[src/rtl/conv_result_sink_if.sv]
// conv_result_sink_if: capture/readout bundle for conv_result_sink.
// master = producer/consumer side, slave = the sink itself.
`timescale 1ns/1ps
`ifndef DW
`define DW 16
`endif

interface conv_result_sink_if #(
    parameter int AW = 4
) ();
    logic                  i_arm;
    logic                  i_en;
    logic signed [`DW-1:0] i_data;
    logic                  i_drain;
    logic                  i_rd_ready;
    logic                  o_rd_valid;
    logic signed [`DW-1:0] o_rd_data;
    logic [AW-1:0]         o_rd_addr;
    logic                  o_rd_last;
    logic                  o_frame_done;
    logic                  o_busy;
    logic                  o_overflow;
    logic signed [`DW-1:0] o_max;

    modport master (
        output i_arm, i_en, i_data, i_drain, i_rd_ready,
        input  o_rd_valid, o_rd_data, o_rd_addr, o_rd_last,
        input  o_frame_done, o_busy, o_overflow, o_max
    );

    modport slave (
        input  i_arm, i_en, i_data, i_drain, i_rd_ready,
        output o_rd_valid, o_rd_data, o_rd_addr, o_rd_last,
        output o_frame_done, o_busy, o_overflow, o_max
    );
endinterface

[src/rtl/conv_result_sink.sv]
// conv_result_sink: buffers one conv_blk output frame, then drains it
// in raster order over valid/ready. Ports: i_clk, i_rst (async high), bus.
`timescale 1ns/1ps
`ifndef DW
`define DW 16
`endif
`ifndef KERNEL_SIZE
`define KERNEL_SIZE 3
`endif
`ifndef FM_SIZE
`define FM_SIZE 6
`endif
`ifndef PADDING
`define PADDING 0
`endif
`ifndef STRIDE
`define STRIDE 1
`endif
`ifndef MAXPOOL
`define MAXPOOL 0
`endif

module conv_result_sink #(
    parameter int KERNEL_SIZE = `KERNEL_SIZE,
    parameter int FM_SIZE     = `FM_SIZE,
    parameter int PADDING     = `PADDING,
    parameter int STRIDE      = `STRIDE,
    parameter int MAXPOOL     = `MAXPOOL
) (
    input  logic             i_clk,
    input  logic             i_rst,
    conv_result_sink_if.slave bus
);
    localparam int OUT_SIZE =
        ((FM_SIZE - KERNEL_SIZE + 2*PADDING) / STRIDE) + 1;
    localparam int HALF = OUT_SIZE / 2;
    localparam int N = (MAXPOOL != 0) ? HALF*HALF
                                      : OUT_SIZE*OUT_SIZE;
    localparam int AW = (N > 1) ? $clog2(N) : 1;
    localparam logic [AW-1:0] LAST = AW'(N-1);
    localparam logic signed [`DW-1:0] MIN =
        {1'b1, {(`DW-1){1'b0}}};

    typedef enum logic [1:0] {
        IDLE, CAPTURE, FULL, DRAIN
    } state_t;

    state_t state_q, state_d;

    logic signed [`DW-1:0] mem [N];
    logic signed [`DW-1:0] ram_q;

    logic [AW-1:0]         wr_ptr;
    logic [AW-1:0]         rd_ptr;
    logic                  iss_done;
    logic                  s1_vld;
    logic [AW-1:0]         s1_addr;

    logic                  rd_valid;
    logic signed [`DW-1:0] rd_data;
    logic [AW-1:0]         rd_addr;
    logic                  rd_last;
    logic                  frame_done;
    logic                  overflow;
    logic signed [`DW-1:0] max_q;

    logic start_cap;
    logic wr_en;
    logic start_drain;
    logic hs;
    logic out_take;
    logic s1_move;
    logic issue;
    logic drop;

    // ram_q acts as the prefetch slot (s1) in front of the output
    // register, so a stall freezes both and ready=1 gives no bubbles.
    always_comb begin
        state_d     = state_q;
        start_cap   = 1'b0;
        wr_en       = 1'b0;
        start_drain = 1'b0;
        issue       = 1'b0;
        hs          = rd_valid & bus.i_rd_ready;
        out_take    = ~rd_valid | hs;
        s1_move     = s1_vld & out_take;
        drop        = bus.i_en & (state_q != CAPTURE);
        unique case (state_q)
            IDLE: begin
                if (bus.i_arm) begin
                    state_d   = CAPTURE;
                    start_cap = 1'b1;
                end
            end
            CAPTURE: begin
                if (bus.i_en) begin
                    wr_en = 1'b1;
                    if (wr_ptr == LAST) state_d = FULL;
                end
            end
            FULL: begin
                if (bus.i_drain) begin
                    state_d     = DRAIN;
                    start_drain = 1'b1;
                end
            end
            DRAIN: begin
                issue = ~iss_done & (~s1_vld | s1_move);
                if (hs && rd_last) state_d = IDLE;
            end
            default: state_d = IDLE;
        endcase
    end

    always_ff @(posedge i_clk or posedge i_rst) begin
        if (i_rst) state_q <= IDLE;
        else       state_q <= state_d;
    end

    always_ff @(posedge i_clk or posedge i_rst) begin
        if (i_rst) begin
            wr_ptr     <= '0;
            rd_ptr     <= '0;
            iss_done   <= 1'b0;
            s1_vld     <= 1'b0;
            s1_addr    <= '0;
            rd_valid   <= 1'b0;
            rd_data    <= '0;
            rd_addr    <= '0;
            rd_last    <= 1'b0;
            frame_done <= 1'b0;
            overflow   <= 1'b0;
            max_q      <= MIN;
        end else begin
            frame_done <= wr_en & (wr_ptr == LAST);

            // a beat arriving with i_arm is still dropped
            if (start_cap) begin
                wr_ptr   <= '0;
                overflow <= drop;
                max_q    <= MIN;
            end else if (drop) begin
                overflow <= 1'b1;
            end

            if (wr_en) begin
                wr_ptr <= (wr_ptr == LAST) ? '0 : wr_ptr + 1'b1;
                if (bus.i_data > max_q) max_q <= bus.i_data;
            end

            if (start_drain) begin
                rd_ptr   <= '0;
                iss_done <= 1'b0;
                s1_vld   <= 1'b0;
                rd_valid <= 1'b0;
            end else begin
                if (issue) begin
                    s1_addr  <= rd_ptr;
                    iss_done <= (rd_ptr == LAST);
                    if (rd_ptr != LAST) rd_ptr <= rd_ptr + 1'b1;
                end

                if (issue)        s1_vld <= 1'b1;
                else if (s1_move) s1_vld <= 1'b0;

                if (s1_move) begin
                    rd_valid <= 1'b1;
                    rd_data  <= ram_q;
                    rd_addr  <= s1_addr;
                    rd_last  <= (s1_addr == LAST);
                end else if (hs) begin
                    rd_valid <= 1'b0;
                    rd_last  <= 1'b0;
                end
            end
        end
    end

    always_ff @(posedge i_clk) begin
        if (wr_en) mem[wr_ptr] <= bus.i_data;
        if (issue) ram_q <= mem[rd_ptr];
    end

    assign bus.o_rd_valid   = rd_valid;
    assign bus.o_rd_data    = rd_data;
    assign bus.o_rd_addr    = rd_addr;
    assign bus.o_rd_last    = rd_last;
    assign bus.o_frame_done = frame_done;
    assign bus.o_busy       = (state_q != IDLE);
    assign bus.o_overflow   = overflow;
    assign bus.o_max        = max_q;
endmodule

[src/flat_wrapper.sv]
// flat-port wrapper written by rule: the top's interface ports become plain ports
module conv_result_sink_flat 
#(
    parameter int KERNEL_SIZE = `KERNEL_SIZE,
    parameter int FM_SIZE     = `FM_SIZE,
    parameter int PADDING     = `PADDING,
    parameter int STRIDE      = `STRIDE,
    parameter int MAXPOOL     = `MAXPOOL
)
  (i_clk, i_rst, bus_i_arm, bus_i_en, bus_i_data, bus_i_drain, bus_i_rd_ready, bus_o_rd_valid, bus_o_rd_data, bus_o_rd_addr, bus_o_rd_last, bus_o_frame_done, bus_o_busy, bus_o_overflow, bus_o_max);
  conv_result_sink_if #(.AW(4)) bus_i ();
  input  logic i_clk;
  input  logic i_rst;
  input wire logic [$bits(bus_i.i_arm)-1:0] bus_i_arm;
  input wire logic [$bits(bus_i.i_en)-1:0] bus_i_en;
  input wire logic [$bits(bus_i.i_data)-1:0] bus_i_data;
  input wire logic [$bits(bus_i.i_drain)-1:0] bus_i_drain;
  input wire logic [$bits(bus_i.i_rd_ready)-1:0] bus_i_rd_ready;
  output wire logic [$bits(bus_i.o_rd_valid)-1:0] bus_o_rd_valid;
  output wire logic [$bits(bus_i.o_rd_data)-1:0] bus_o_rd_data;
  output wire logic [$bits(bus_i.o_rd_addr)-1:0] bus_o_rd_addr;
  output wire logic [$bits(bus_i.o_rd_last)-1:0] bus_o_rd_last;
  output wire logic [$bits(bus_i.o_frame_done)-1:0] bus_o_frame_done;
  output wire logic [$bits(bus_i.o_busy)-1:0] bus_o_busy;
  output wire logic [$bits(bus_i.o_overflow)-1:0] bus_o_overflow;
  output wire logic [$bits(bus_i.o_max)-1:0] bus_o_max;
  assign bus_i.i_arm = bus_i_arm;
  assign bus_i.i_en = bus_i_en;
  assign bus_i.i_data = bus_i_data;
  assign bus_i.i_drain = bus_i_drain;
  assign bus_i.i_rd_ready = bus_i_rd_ready;
  assign bus_o_rd_valid = bus_i.o_rd_valid;
  assign bus_o_rd_data = bus_i.o_rd_data;
  assign bus_o_rd_addr = bus_i.o_rd_addr;
  assign bus_o_rd_last = bus_i.o_rd_last;
  assign bus_o_frame_done = bus_i.o_frame_done;
  assign bus_o_busy = bus_i.o_busy;
  assign bus_o_overflow = bus_i.o_overflow;
  assign bus_o_max = bus_i.o_max;
  conv_result_sink #(.KERNEL_SIZE(KERNEL_SIZE), .FM_SIZE(FM_SIZE), .PADDING(PADDING), .STRIDE(STRIDE), .MAXPOOL(MAXPOOL)) u_core (.i_clk(i_clk), .i_rst(i_rst), .bus(bus_i));
endmodule
[config.mk]
export PLATFORM = sky130hd
export DESIGN_NAME = conv_result_sink_flat
export DESIGN_NICKNAME = d
export VERILOG_FILES = /design/src/rtl/conv_result_sink_if.sv /design/src/rtl/conv_result_sink.sv /design/src/flat_wrapper.sv
export SDC_FILE = /design/constraint.sdc
export NUM_CORES = 1
export LEC_CHECK = 0
export CORE_MARGIN = 1
export CORE_UTILIZATION = 60
export DETAILED_ROUTE_END_ITERATION = 10
export GPL_TIMING_DRIVEN = 0
export MAX_ROUTING_LAYER = met4
export PLACE_DENSITY_LB_ADDON = 0.12
export SYNTH_ARGS = -nofsm -noshare
export SYNTH_HDL_FRONTEND = slang
export SYNTH_SLANG_ARGS = --single-unit
[constraint.sdc]
create_clock -name i_clk -period 5.4 [get_ports i_clk]
set_clock_uncertainty 0.2 [all_clocks]
set_input_delay 0.54 -clock i_clk [delete_from_list [all_inputs] [get_ports i_clk]]
set_output_delay 0.54 -clock i_clk [all_outputs]
set_load 0.1 [all_outputs]
== Yosys cells after proc, flatten, opt, wreduce, memory -nomap -nowiden ==
Memories as Yosys holds them, arrays and structs flattened. A register that Yosys moved wholly into a read port is not among the register bits.
Cells that the tools add are included.

* Logic and storage cells: 91
* Flip-flop bits (word level): 56
* Bits in writable memories: 256
* Memories: 1
* Input bits: 22
* Output and inout bits: 41

{| class="wikitable"
|+ Memories
! memory !! depth !! bits a word !! read ports !! clocked after Yosys merged registers in !! wr ports !! line !! text
|-
| u_core.mem || 16 || 16 || 1 || 1 || 1 || conv_result_sink.sv:50 || <nowiki>logic signed [`DW-1:0] mem [N];</nowiki>
|}

* Reduce and logical (&&, ||, !) cells: 15
* Bitwise operators: 11
* Add/subtract/negate cells: 2
* Multiplexer cells: 35
* Equal/unequal tests: 13
* $lt $le $gt $ge: 1

{| class="wikitable"
|+ Operator list
! cell !! number
|-
| $mux 16 || 3
|-
| $mux 4 || 6
|-
| $mux 1 || 20
|-
| $gt 16x16->1 || 1
|-
| $eq 4x4->1 const B || 3
|-
| $reduce_bool 2->1 || 6
|-
| $mux 2 || 5
|-
| $add 4x1->4 const B || 2
|-
| $pmux 2 s4 || 1
|-
| $reduce_and 2->1 || 4
|-
| $ne 2x1->1 const B || 3
|-
| $ne 2x2->1 const B || 3
|-
| $reduce_bool 3->1 || 2
|-
| $and 1x1->1 || 5
|-
| $reduce_and 5->1 || 1
|-
| $eq 2x2->1 const B || 2
|-
| $ne 4x4->1 const B || 1
|-
| $not 1->1 || 4
|-
| $eq 2x1->1 const B || 1
|-
| $logic_not 2->1 || 1
|-
| $or 1x1->1 || 2
|-
| $logic_and 1x1->1 || 1
|}

== Depth between registers and ports, before layout ==
* Depth in word-level cells: 8
* Gate-level depth with buffers: 9
* Depth with buffers taken out: 8

== Worst setup path after synthesis ==
OpenSTA, ideal clock, no wires.

* Path type: flip-flop to flip-flop
* Start point: register u_core.max_q[14], in the netlist u_core.bus.o_max[14]
* End point: register u_core.max_q[10], in the netlist u_core.bus.o_max[10]
* Arrival: 2.939 ns
* Path slack: 2.139 ns
* Required time: 5.078 ns
* Cell stages (with the launch flop): 10
* Path through: dfrtp_1 inv_1 ha_1 nand4_2 nor3_1 or3_1 nor3_2 mux2_2 buf_2 a22o_1

* Longest elaborated chain between the ends: 3

{| class="wikitable"
|+ Ends and longest elaborated chain
! what !! line !! text
|-
| start, declared || conv_result_sink.sv:65 || <nowiki>logic signed [`DW-1:0] max_q;</nowiki>
|-
| start signal, assigned || conv_result_sink.sv:148 || <nowiki>if (bus.i_data > max_q) max_q <= bus.i_data;</nowiki>
|-
| $gt 16x16->1 || conv_result_sink.sv:148 ||
|-
| $mux 16 || conv_result_sink.sv:148 ||
|-
| $mux 16 || conv_result_sink.sv:146 || <nowiki>if (wr_en) begin</nowiki>
|}

No other way between the ends.
A chain may end at the register's enable or synchronous reset.

== Worst setup path in the final report ==
* Start point: input port bus_i_data[15]
* End point: register u_core.max_q[12], in the netlist u_core.bus.o_max[12]

* Longest elaborated chain between the ends: 3

{| class="wikitable"
|+ Ends and longest elaborated chain
! what !! line !! text
|-
| start, declared || flat_wrapper.sv:16 || <nowiki>input wire logic [$bits(bus_i.i_data)-1:0] bus_i_data;</nowiki>
|-
| $gt 16x16->1 || conv_result_sink.sv:148 ||
|-
| $mux 16 || conv_result_sink.sv:148 ||
|-
| $mux 16 || conv_result_sink.sv:146 ||
|}

No other way between the ends.

==> reports/metrics.cfg <==
[job]
cap_violations = 0

[sta]
finalCritPeriodShare_pct = 65.7
fin_tns_setup_ps = 0
worst_slack_ps = 1850
hold_ws_ps = 101
rsz0062_at_grt = no
worstMarginPinSlew_ps = 976
slew_violations = 0
min_period_ps = 3550
slew_headroom_pct = 34.7
setup_viol = 0
hold_violations = 0
fmax_mhz = 282

[global_routing]
antenna_found_initial = 0
grt_max_degree = 41
grt_util_met2_pct = 41.7
grt_use_total_pct = 25.4
busiest_layer = met2
grtUsageMet1_pct = 34.3
grt_pass1_wl_um = 41000
grt_pass1_vias = 7196
grt_remaining_overflow = 0
met3_usage_pct = 3.48

[critical_path]
crit_path_end_kind = flop
path_max_fanout = 18
cp_slowest_stage_delay_ps = 730
critPathBufInv = 2
worst_setup_path_start_kind = input port
crit_required_ps = 5630
worstPathCellList = clkdlybuf4s50_1, ha_1, nand4_2, nor4_2, a21boi_2, nor3_2, a221o_1, buf_6, a22o_1
path_delay_family = compound AO/OA/AOI/OAI gates
cp.arrival_ps = 3780
worst_path_max_delay_cell = clkdlybuf4s50_1
criticalPathCategory = input port to flop

[place]
hpwl_um = 18200
gp_congestion = 0.848
portBuffers = 62
place_ws_ps = 1300

[pwr]
power.switching_w = 0.00316
seqPwrFrac_pct = 38.6
worst_ir_drop_vdd_uv = 482
switching_share_pct = 37.7
internal-power_w = 0.00522
comb_power_share_pct = 38.3
p_leak_nw = 5.40
clkPwrFrac_pct = 23.1
power.density_nw_per_um2 = 555

[detailed_routing]
viasPerCell = 6.15
post-route-drc-count = 0
totalWireLength_um = 26600
drt_iter0_markers = 599
routedWlPerCell_um = 22.8
drt_pre_antenna_iters = 5
via_count = 7155
final_antenna_net_count = 0

[logic_synthesis]
synth_ff_type = edfxtp_1
ys.warnings.count = 0
synth_edf_count = 272
syn_inst = 766
avgSynthCellArea_um2 = 17.2
synth_nets = 814
ys_seq_area_share_pct = 72.5
syn_area_um2 = 13200
ys_ff_latch = 328
synth_cell_types = 45
synth-async-reset-ratio_pct = 17.1

[cells_and_area]
drive_above_1_share_pct = 15.1
final_nets = 912
syn2layout_area_growth_pct = 14.6
seq_area_um2 = 9570
num-fill-cells = 1309
postLayoutCoreUtil_pct = 71.0
multi_input_area_um2 = 3380
antenna_cells = 0

[floorplanning]
num_io_pins = 63
die_h_um = 150
num_rows = 53
start_util_pct = 62.0
fp.dieW_um = 150
coreArea_um2 = 21300
dieArea_um2 = 22600

[clocking]
cts_root_buffer = clkbuf_16
cts_tree = built
cts_buffers = 31
clkLatencyLatePin_ps = 550
numClockSinks = 328
clk_pin_slew_ps = 60
cts.htree.levels = 1
cts_hold_buf = 0
cts_resized = 0
clockBufferDepth = 3
postCtsSetupRepairBufs = 0

[worst_hold_path]
holdCritPathClass = input port to async pin

[status]
run_status = completed

## registers in the layout (all words and copies together) (netlist names)
name and count:
u_core.iss_done 1, u_core.s1_addr 4, u_core.bus.o_max 16, u_core.bus.o_frame_done 1, u_core.state_q 2, u_core.bus.o_overflow 1
u_core.ram_q 16, u_core.bus.o_rd_valid 1, u_core.wr_ptr 4, u_core.mem 256, u_core.rd_ptr 4, u_core.s1_vld 1
u_core.bus.o_rd_addr 4, u_core.bus.o_rd_data 16, u_core.bus.o_rd_last 1
## per-layer routing
layer,wire length [um],vias to the layer above,part of all wire (%)
li1,-,3201,-
met3,1780,28,6.7
met2,13300,289,50
met4,297,0,1.1
met1,11200,3637,42
met5,0,-,0
## worst paths after layout
kind	from	endpoint	slack [ps]	cells after the start
setup reg to reg	u_core.bus.o_max[15]	u_core.bus.o_max[12]	2180	9
max in group asynchronous	i_rst	u_core.bus.o_max[15]	4260	3
hold / removal	i_rst	u_core.bus.o_rd_data[5]	100	2
min in group i_clk	u_core.ram_q[5]	u_core.bus.o_rd_data[5]	270	1
setup / recovery	bus_i_data[15]	u_core.bus.o_max[12]	1850	9
hold reg to reg	u_core.ram_q[5]	u_core.bus.o_rd_data[5]	270	1
## through the flow
stage               area [um^2]  total power, W  instances
floorplan                 13200         0.00562        766
global placement          14200         0.00638       1103
detailed placement        14200         0.00649       1106
CTS                       15100         0.00841       1163
global route              15100         0.00873       1163
finish                    15100         0.00839       1163
## cells in the final DEF (no fill, tap or decap), types with 17 or more instances in the layout
master,instances
ha_1,26
o21ai_0,36
a21oi_1,25
mux2i_1,51
nand2_1,32
clkdlybuf4s50_1,62
inv_1,28
edfxtp_1,272
mux4_2,32
a221oi_1,17
a22oi_1,17
dfrtp_1,55
mux2_2,42
clkbuf_1,34
clkbuf_16,31
## cell usage after synthesis, types with 6 or more instances
cell / instances / area (um^2)
nand2_1: 32 / 120
a22oi_1: 17 / 128
and2_1: 10 / 62.6
ha_1: 26 / 325
inv_1: 29 / 109
a221oi_1: 17 / 149
mux2_2: 42 / 473
dfrtp_1: 55 / 1380
mux4_2: 32 / 721
o21ai_0: 36 / 180
a21oi_1: 25 / 125
buf_2: 6 / 30.0
edfxtp_1: 272 / 8170
nor2_1: 16 / 60.1
clkbuf_1: 24 / 90.1
and3_1: 11 / 68.8
a22o_1: 15 / 131
mux2i_1: 51 / 510
## cells by family (layout without fill, tap and decap cells)
| group | count (synthesis) | after routing | synth area share (%) |
|---|---|---|---|
| adder cells (fa/ha/maj) | 26 | 26 | 2.46 |
| XOR/XNOR | 3 | 3 | 0.199 |
| flip-flops | 328 | 328 | 72.5 |
| AO/OA/AOI/OAI | 123 | 123 | 6.22 |
| buffers and inverters | 65 | 187 | 1.96 |
| multiplexers | 125 | 125 | 12.9 |
| AND/OR/NAND/NOR | 96 | 96 | 3.73 |
## power by group through the flow
stage	logic [W]	registers (W)	clock network, W
finish	0.00322	0.00324	0.00194
global route	0.00340	0.00327	0.00206
CTS	0.00321	0.00324	0.00196
detailed placement	0.00320	0.00329	0
global placement	0.00312	0.00326	0
floorplan	0.00146	0.00417	0
## cell type report
cell class                 instances  share of cell area [%]
tap                              275                    2.28
sequential                       328                    63.3
multi-input combinational        373                    22.3
clock inverter                    14                   0.414
timing repair buffer              65                    4.41
buffer                            36                   0.993
clock buffer                      43                    5.56
inverter                          29                   0.720
Power figures use the tool's default switching activity.
